**src/rtl/mem_req_ctrl.sv**
```systemverilog
// Load/store request controller in front of the test RAM: range-checks one
// request at a time, drives the RAM for one cycle and returns an extended result.
module mem_req_ctrl #(
  parameter logic [63:0] BASE_ADDR = 64'h0,
  parameter int          MEM_BYTES = 65536
) (
  input  logic        clk,
  input  logic        rst,
  input  logic        req_valid,
  output logic        req_ready,
  input  logic        req_we,
  input  logic [63:0] req_addr,
  input  logic [1:0]  req_width,
  input  logic        req_signed,
  input  logic [63:0] req_wdata,
  output logic        resp_valid,
  input  logic        resp_ready,
  output logic [63:0] resp_rdata,
  output logic        resp_err,
  output logic        ram_cs,
  output logic        ram_we,
  output logic [63:0] ram_addr,
  output logic [63:0] ram_wdata,
  output logic [1:0]  ram_width,
  input  logic [63:0] ram_rdata
);

  typedef enum logic [1:0] {
    IDLE    = 2'd0,
    RD_WAIT = 2'd1,
    RESP    = 2'd2
  } state_t;

  // The RAM always touches word off[63:3]+1, so the last 8 bytes are unusable.
  localparam logic [63:0] LIMIT = 64'(MEM_BYTES) - 64'd8;

  state_t      state;
  logic [1:0]  lat_width;
  logic        lat_signed;

  logic        accept;
  logic [63:0] off;
  logic [63:0] size;
  logic [63:0] end_off;
  logic        carry;
  logic        in_range;

  assign req_ready = (state == IDLE) && !rst;
  assign accept    = req_valid && req_ready;

  always_comb begin
    size = 64'd8;
    case (req_width)
      2'd0:    size = 64'd8;
      2'd1:    size = 64'd4;
      2'd2:    size = 64'd2;
      default: size = 64'd1;
    endcase
  end

  assign off              = req_addr - BASE_ADDR;
  assign {carry, end_off} = {1'b0, off} + {1'b0, size};
  assign in_range         = (req_addr >= BASE_ADDR) && !carry && (end_off <= LIMIT);

  assign ram_cs    = accept && in_range;
  assign ram_we    = ram_cs && req_we;
  assign ram_addr  = off;
  assign ram_wdata = req_wdata;
  assign ram_width = req_width;

  function automatic logic [63:0] extend(input logic [63:0] d, input logic [1:0] w,
                                         input logic s);
    case (w)
      2'd0:    return d;
      2'd1:    return {{32{s & d[31]}}, d[31:0]};
      2'd2:    return {{48{s & d[15]}}, d[15:0]};
      default: return {{56{s & d[7]}}, d[7:0]};
    endcase
  endfunction

  // NOTE: all state updates use <= so every register samples pre-edge values,
  // independent of statement order inside the block.
  always_ff @(posedge clk) begin
    if (rst) begin
      // NOTE: every register here is plain flops (no memory array), so all are reset.
      state      <= IDLE;
      resp_valid <= 1'b0;
      resp_rdata <= 64'd0;
      resp_err   <= 1'b0;
      lat_width  <= 2'd0;
      lat_signed <= 1'b0;
    end else begin
      case (state)
        IDLE: begin
          if (accept) begin
            if (in_range && !req_we) begin
              lat_width  <= req_width;
              lat_signed <= req_signed;
              state      <= RD_WAIT;
            end else begin
              resp_valid <= 1'b1;
              resp_rdata <= 64'd0;
              resp_err   <= !in_range;
              state      <= RESP;
            end
          end
        end
        RD_WAIT: begin
          resp_valid <= 1'b1;
          resp_rdata <= extend(ram_rdata, lat_width, lat_signed);
          resp_err   <= 1'b0;
          state      <= RESP;
        end
        RESP: begin
          if (resp_ready) begin
            resp_valid <= 1'b0;
            state      <= IDLE;
          end
        end
        default: state <= IDLE;
      endcase
    end
  end

endmodule

```
**config.mk**
```make
export PLATFORM = sky130hd
export DESIGN_NAME = mem_req_ctrl
export DESIGN_NICKNAME = d
export VERILOG_FILES = /design/src/rtl/mem_req_ctrl.sv
export SDC_FILE = /design/constraint.sdc
export NUM_CORES = 1
export LEC_CHECK = 0
export ABC_CLOCK_PERIOD_IN_PS = 5850
export BUFFER_PORTS_ARGS = -buffer_cell sky130_fd_sc_hd__buf_2
export CAP_MARGIN = 20
export CORE_AREA = 2 2 157 159
export DETAILED_ROUTE_END_ITERATION = 16
export DIE_AREA = 0 0 159 161
export SKIP_CTS_REPAIR_TIMING = 1
export SYNTH_ARGS = -nofsm -noshare
export SYNTH_HDL_FRONTEND = slang
export SYNTH_SLANG_ARGS = --single-unit
```
**constraint.sdc**
```tcl
create_clock -name clk -period 5.85 [get_ports clk]
set_clock_uncertainty 0.05 [all_clocks]
set_input_delay 0 -clock clk [delete_from_list [all_inputs] [get_ports clk]]
set_output_delay 0 -clock clk [all_outputs]
set_load 0.02 [all_outputs]
```
# [Word level (Yosys, flattened, before mapping)]
# Cells that the tools add are included.
[word_totals] word_cells=57 ff_bits=71 output_inout_bits=199 in_bits=200
[op_classes] n_addsub=1 eq_ne=9 reduce_logical=20 magnitude_cmp=2 n_bitwise=3 mux=16
[ops] op="case mux 64 bit (3 select lines)" count=1
[ops] op="2-to-1 mux 64 bit" count=2
[ops] op="case mux 64 bit (2 select lines)" count=1
[ops] op="adder 64 x 64 -> 65 bit" count=1
[ops] op="greater-or-equal comparator 64 x 1 -> 1 bit, second input constant" count=1
[ops] op="less-or-equal comparator 64 x 16 -> 1 bit, second input constant" count=1
[ops] op="case mux 4 bit (3 select lines)" count=1
[ops] op="logical AND 1 bit" count=7
[ops] op="== test 2 x 1 -> 1 bit, second input constant" count=3
[ops] op="== test 2 bit, second input constant" count=3
[ops] op="zero test 2 bit" count=3
[ops] op="2-to-1 mux 2 bit" count=3
[ops] op="!= test 2 bit, second input constant" count=3
[ops] op="case mux 2 bit (3 select lines)" count=1
[ops] op="AND reduction 3 bit" count=2
[ops] op="2-to-1 mux 1 bit" count=5
[ops] op="zero test 1 bit" count=4
[ops] op="AND reduction 4 bit" count=1
[ops] op="bitwise AND 1 bit" count=3
[ops] op="case mux 1 bit (3 select lines)" count=1
[ops] op="nonzero test 3 bit" count=1
[ops] op="case mux 1 bit (2 select lines)" count=1
[ops] op="AND reduction 2 bit" count=1
[ops] op="nonzero test 2 bit" count=1

# [Depth between registers and ports, before layout]
[depth] ltp_word=10 mapped_depth=15 ltp_nobuf=12

# [Worst setup path after synthesis]
# No wires, ideal clock.
[synth_path] kind="input to register" startpoint="input port req_width[0]" endpoint="register lat_signed" setup_time_ns=0.128 path_slack_ns=2.883 cell_stages=12 arrival_ns=2.788 path_buffers=0 path_cell_list="and2_1 -> ha_1 -> fa_1 -> and3_1 -> o211a_1 -> nand4_1 -> nor2_1 -> xor2_1 -> or4_1 -> nor3_1 -> a21bo_2 -> a21oi_1"
[synth_via] elab_chain_cells=8
[synth_lines] item="from (decl)" line_no="13" text="input logic [1:0] req_width,"
[synth_lines] item="== test 2 bit (tied with other cells)" line_no="53" text="case (req_width)"
[synth_lines] item="case mux 4 bit (3 select lines) (*)" line_no="53"
[synth_lines] item="adder 64 x 64 -> 65 bit (*)" line_no="62" text="assign {carry, end_off} = {1'b0, off} + {1'b0, size};"
[synth_lines] item="parallel branches: the longest is 2 deep, another holds less-or-equal comparator 64 x 16 -> 1 bit"
[synth_lines] item="logical AND 1 bit (*)" line_no="63" text="assign in_range = (req_addr >= BASE_ADDR) && !carry && (end_off <= LIMIT);"
[synth_lines] item="logical AND 1 bit (*)" line_no="96" text="if (in_range && !req_we) begin"
[synth_lines] item="AND reduction 3 bit (no source line) (*)"
[synth_lines] item="to (signal assigned)" line_no="98" text="lat_signed <= req_signed;"
[synth_lines] item="to (decl)" line_no="39" text="logic lat_signed;"
# Mark *: on every way between the ends.
# A chain may end at the register's enable or synchronous reset.

# [Final worst setup path]
[layout_path] startpoint="input port req_width[0]" endpoint="register resp_rdata[12]"
[layout_via] elab_chain_cells=9
[layout_lines] item="== test 2 bit (tied with other cells)" line_no="53"
[layout_lines] item="case mux 4 bit (3 select lines) (*)" line_no="53"
[layout_lines] item="adder 64 x 64 -> 65 bit (*)" line_no="62"
[layout_lines] item="parallel branches: the longest is 2 deep, another holds less-or-equal comparator 64 x 16 -> 1 bit"
[layout_lines] item="logical AND 1 bit (*)" line_no="63"
[layout_lines] item="logical AND 1 bit (*)" line_no="96"
[layout_lines] item="!= test 2 bit (no source line) (*)"
[layout_lines] item="AND reduction 3 bit (no source line) (*)"
[layout_lines] item="to (signal assigned)" line_no="110" text="resp_rdata <= extend(ram_rdata, lat_width, lat_signed);"
[layout_lines] item="to (decl)" line_no="18" text="output logic [63:0] resp_rdata,"
# Marks and branches as above.

==> impl_metrics.yaml <==
floorplan:
  core_um2: 24000
  rows: 57
  fp.dieArea_um2: 25600
  die_x_um: 159
  start_util_pct: 23.2
  io_pins: 399
  die_height_um: 161
critical_path:
  cp-startpoint: "req_width[0]"
  path_class: "primary input to flip-flop"
  critPathMaxStageDelay_ns: 0.82
  crit_path_max_fanout: 45
  cp_slowest_cell: "a22o_2"
  r2r-end: "resp_rdata[59]"
  crit_chain: "dlygate4sd3_1 > buf_2 > and2_1 > ha_1 > fa_1 > and3_1 > o211ai_1 > or3_1 > mux2i_1 > nand4_1 > nor4_1 > and4b_1 > a22o_2 > buf_4 > o2bb2ai_1"
  start_kind: "primary input"
  r2r_slack_ns: 2.87
  r2r_cells: 6
  cp.arrival_ns: 4.69
  timing.rr.start: "lat_width[1]"
  cp-end-kind: "flip-flop"
  cp.required_ns: 6.05
routing:
  vias: 6166
  drc_errors: 0
  first_iter_violations: 457
  route.antenna.remaining_nets: 0
  via_per_inst: 4.88
  routed_wl_mm: 20.3
  drt-pass1-iter-count: 5
  routedWlPerCell_um: 16.1
global_route:
  antenna_found_initial: 0
  grt_max_degree: 46
  grt_pass1_wl_mm: 29.5
  grt-ovfl-total: 0
  track_usage_pct: 14.2
  grt_pass1_vias: 5277
final_layout:
  mostFrequentLayoutCell: "buf_2"
  num_antenna_cells: 0
  areaGrowthSynthToFinish_pct: 33.4
  drive_gt1_share_pct: 32.8
  final_cell_mix: "buf_2 (270), dlygate4sd3_1 (88), dfxtp_1 (71)"
  post-route-util_pct: 30.9
  n_fill_cell: 2599
  fin_nets: 1140
timing:
  finalSetupViolCount: 0
  grt_setup_unrepaired: "false"
  fin_setup_tns_ns: 0
  slew_violations: 0
  worst_slew_pin_slew_ns: 0.951
  hold_ws_ns: -0.0209
  fin_crit_sh_pct: 76.6
  hold_viol_final: 25
  period_needed_ns: 4.48
  slew_headroom_pct: 36.6
  max_freq_mhz: 223
clock_tree:
  clk_latency_ns: 0.32
  cts_buffer_depth: 2
  clk_pin_slew_worst_paths_ns: 0.06
  ctsHtreeMaxLevel: 3
  cts_sinks: 71
  clk_root_buffer_cell: "clkbuf_16"
  cts_tree: "yes"
  cts_buffers: 9
placement:
  port_buffers: 270
  place_congestion: 0.940
  dp_hpwl_mm: 15.2
pwr:
  p_total_uw: 1350
  power_density_nw_per_um2: 182
  leakage_uw: 0.00366
  peakVddDrop_mv: 0.0979
run:
  drv_cap: 0
logic_synthesis:
  syn_avg_cell_area_um2: 7.72
  synth-async-reset-ratio_pct: 0
  synth_cells: 719
  ys_types: 61
  ys.flop_type: "dfxtp_1"
  synth_nets: 924
  ys_seq_area_share_pct: 25.6
  yosys_warnings: 0
  ys_ff_latch: 71
  netlist_area_um2: 5550
  synth_enable_flop_cells: 0
min_path:
  hold_end: "resp_rdata[47]"
  holdCritStartpoint: "ram_rdata[47]"
  min_path_cells: 4
  hold_path_class: "primary input to flip-flop"
status:
  violations: "hold timing"
  status: "finished, violations left"
## cells by family after synthesis
kind of cell             synth area share, %
AND/OR/NAND/NOR                         24.0
buffers and inverters                   22.6
AO/OA/AOI/OAI                           22.3
flip-flops                              25.6
XOR/XNOR                                2.21
multiplexers                            1.98
adder cells (fa/ha/maj)                 1.26
## cell usage after synthesis (3+ instances only)
cell type  instances  area share [%]
a31oi_1            4            0.45
o21ai_0           29             2.6
a32o_1            17             3.1
or3_1              6            0.68
nand3_1           33             3.0
nand4b_1           3            0.47
mux2i_1           11             2.0
inv_1             28             1.9
nor4_1            14             1.6
a21bo_2            3            0.54
buf_4            130              18
nand4_1           30             3.4
nor3_1            20             1.8
xnor2_1            8             1.3
nor2_1            36             2.4
a21oi_1           44             4.0
ha_1               4            0.90
buf_6              8             1.6
o2bb2ai_1         10             1.6
nor2b_1            5            0.56
a22o_1            10             1.6
a21o_1            36             4.9
and4_1             5            0.79
xor2_1             6            0.95
or4_1              8             1.1
nand2_1           64             4.3
and3_1             5            0.56
and2_1             7            0.79
clkbuf_1          19             1.3
or2_2              3            0.34
dfxtp_1           71              26
## per-layer routing
metal / up-vias / global-route usage (%) / part of all wire [%]
met5: - / 0 / 0
met4: 0 / 3.84 / 1.6
met3: 24 / 3.78 / 7.9
met2: 338 / 23.3 / 48
met1: 2872 / 18.6 / 43
li1: 2932 / - / -
## cell type report
cell class	count	area (µm²)	share of cell area (%)
Clock buffer	10	239	3.23
Clock inverter	6	67.6	0.913
Sequential cell	71	1420	19.2
Timing Repair Buffer	365	2280	30.9
Tap cell	324	405	5.48
Inverter	28	105	1.42
Multi-Input combinational cell	460	2880	38.9
## power by group
part | total, µW | internal [µW] | switching (µW)
combinational | 309 | 120 | 189
clock | 554 | 343 | 211
sequential | 486 | 485 | 1.03
## how the worst max path moves through the flow
| stage | end | slack (ns) | depth (start not counted) |
|---|---|---|---|
| CTS | resp_rdata[12] | 1.91 | 14 |
| detailed placement | resp_rdata[12] | 1.57 | 14 |
| floorplan | lat_signed | 2.88 | 12 |
| finish | resp_rdata[12] | 1.37 | 15 |
| global route | resp_rdata[14] | 1.07 | 14 |
| global placement | resp_rdata[10] | 1.69 | 14 |
## state kept, by name, summed over array words and instances, names as in the netlist
name and flops:
lat_signed 1, lat_width 2, resp_err 1, resp_rdata 64
resp_valid 1, state 2
## stage by stage
step | cell area (µm²) | hold WS [ns] | setup slack (ns) | std cells
after floorplan | 5550 | 0.0626 | 2.88 | 719
after global placement | 6220 | -0.0499 | 1.69 | 1160
after detailed placement | 6220 | -0.0499 | 1.57 | 1160
after CTS | 6520 | -0.166 | 1.91 | 1176
after global routing | 7400 | 0.000679 | 1.07 | 1264
final | 7400 | -0.0209 | 1.37 | 1264
## critical path: cells and delay by family
| kind | cells | cell delay [ns] |
|---|---|---|
| multiplexers | 1 | 0.20 |
| AO/OA/AOI/OAI | 3 | 1.35 |
| AND/OR/NAND/NOR | 6 | 1.44 |
| buffers and inverters | 3 | 1.03 |
| adder cells (fa/ha/maj) | 2 | 0.62 |
No activity file was read; power rests on OpenSTA's default activity.
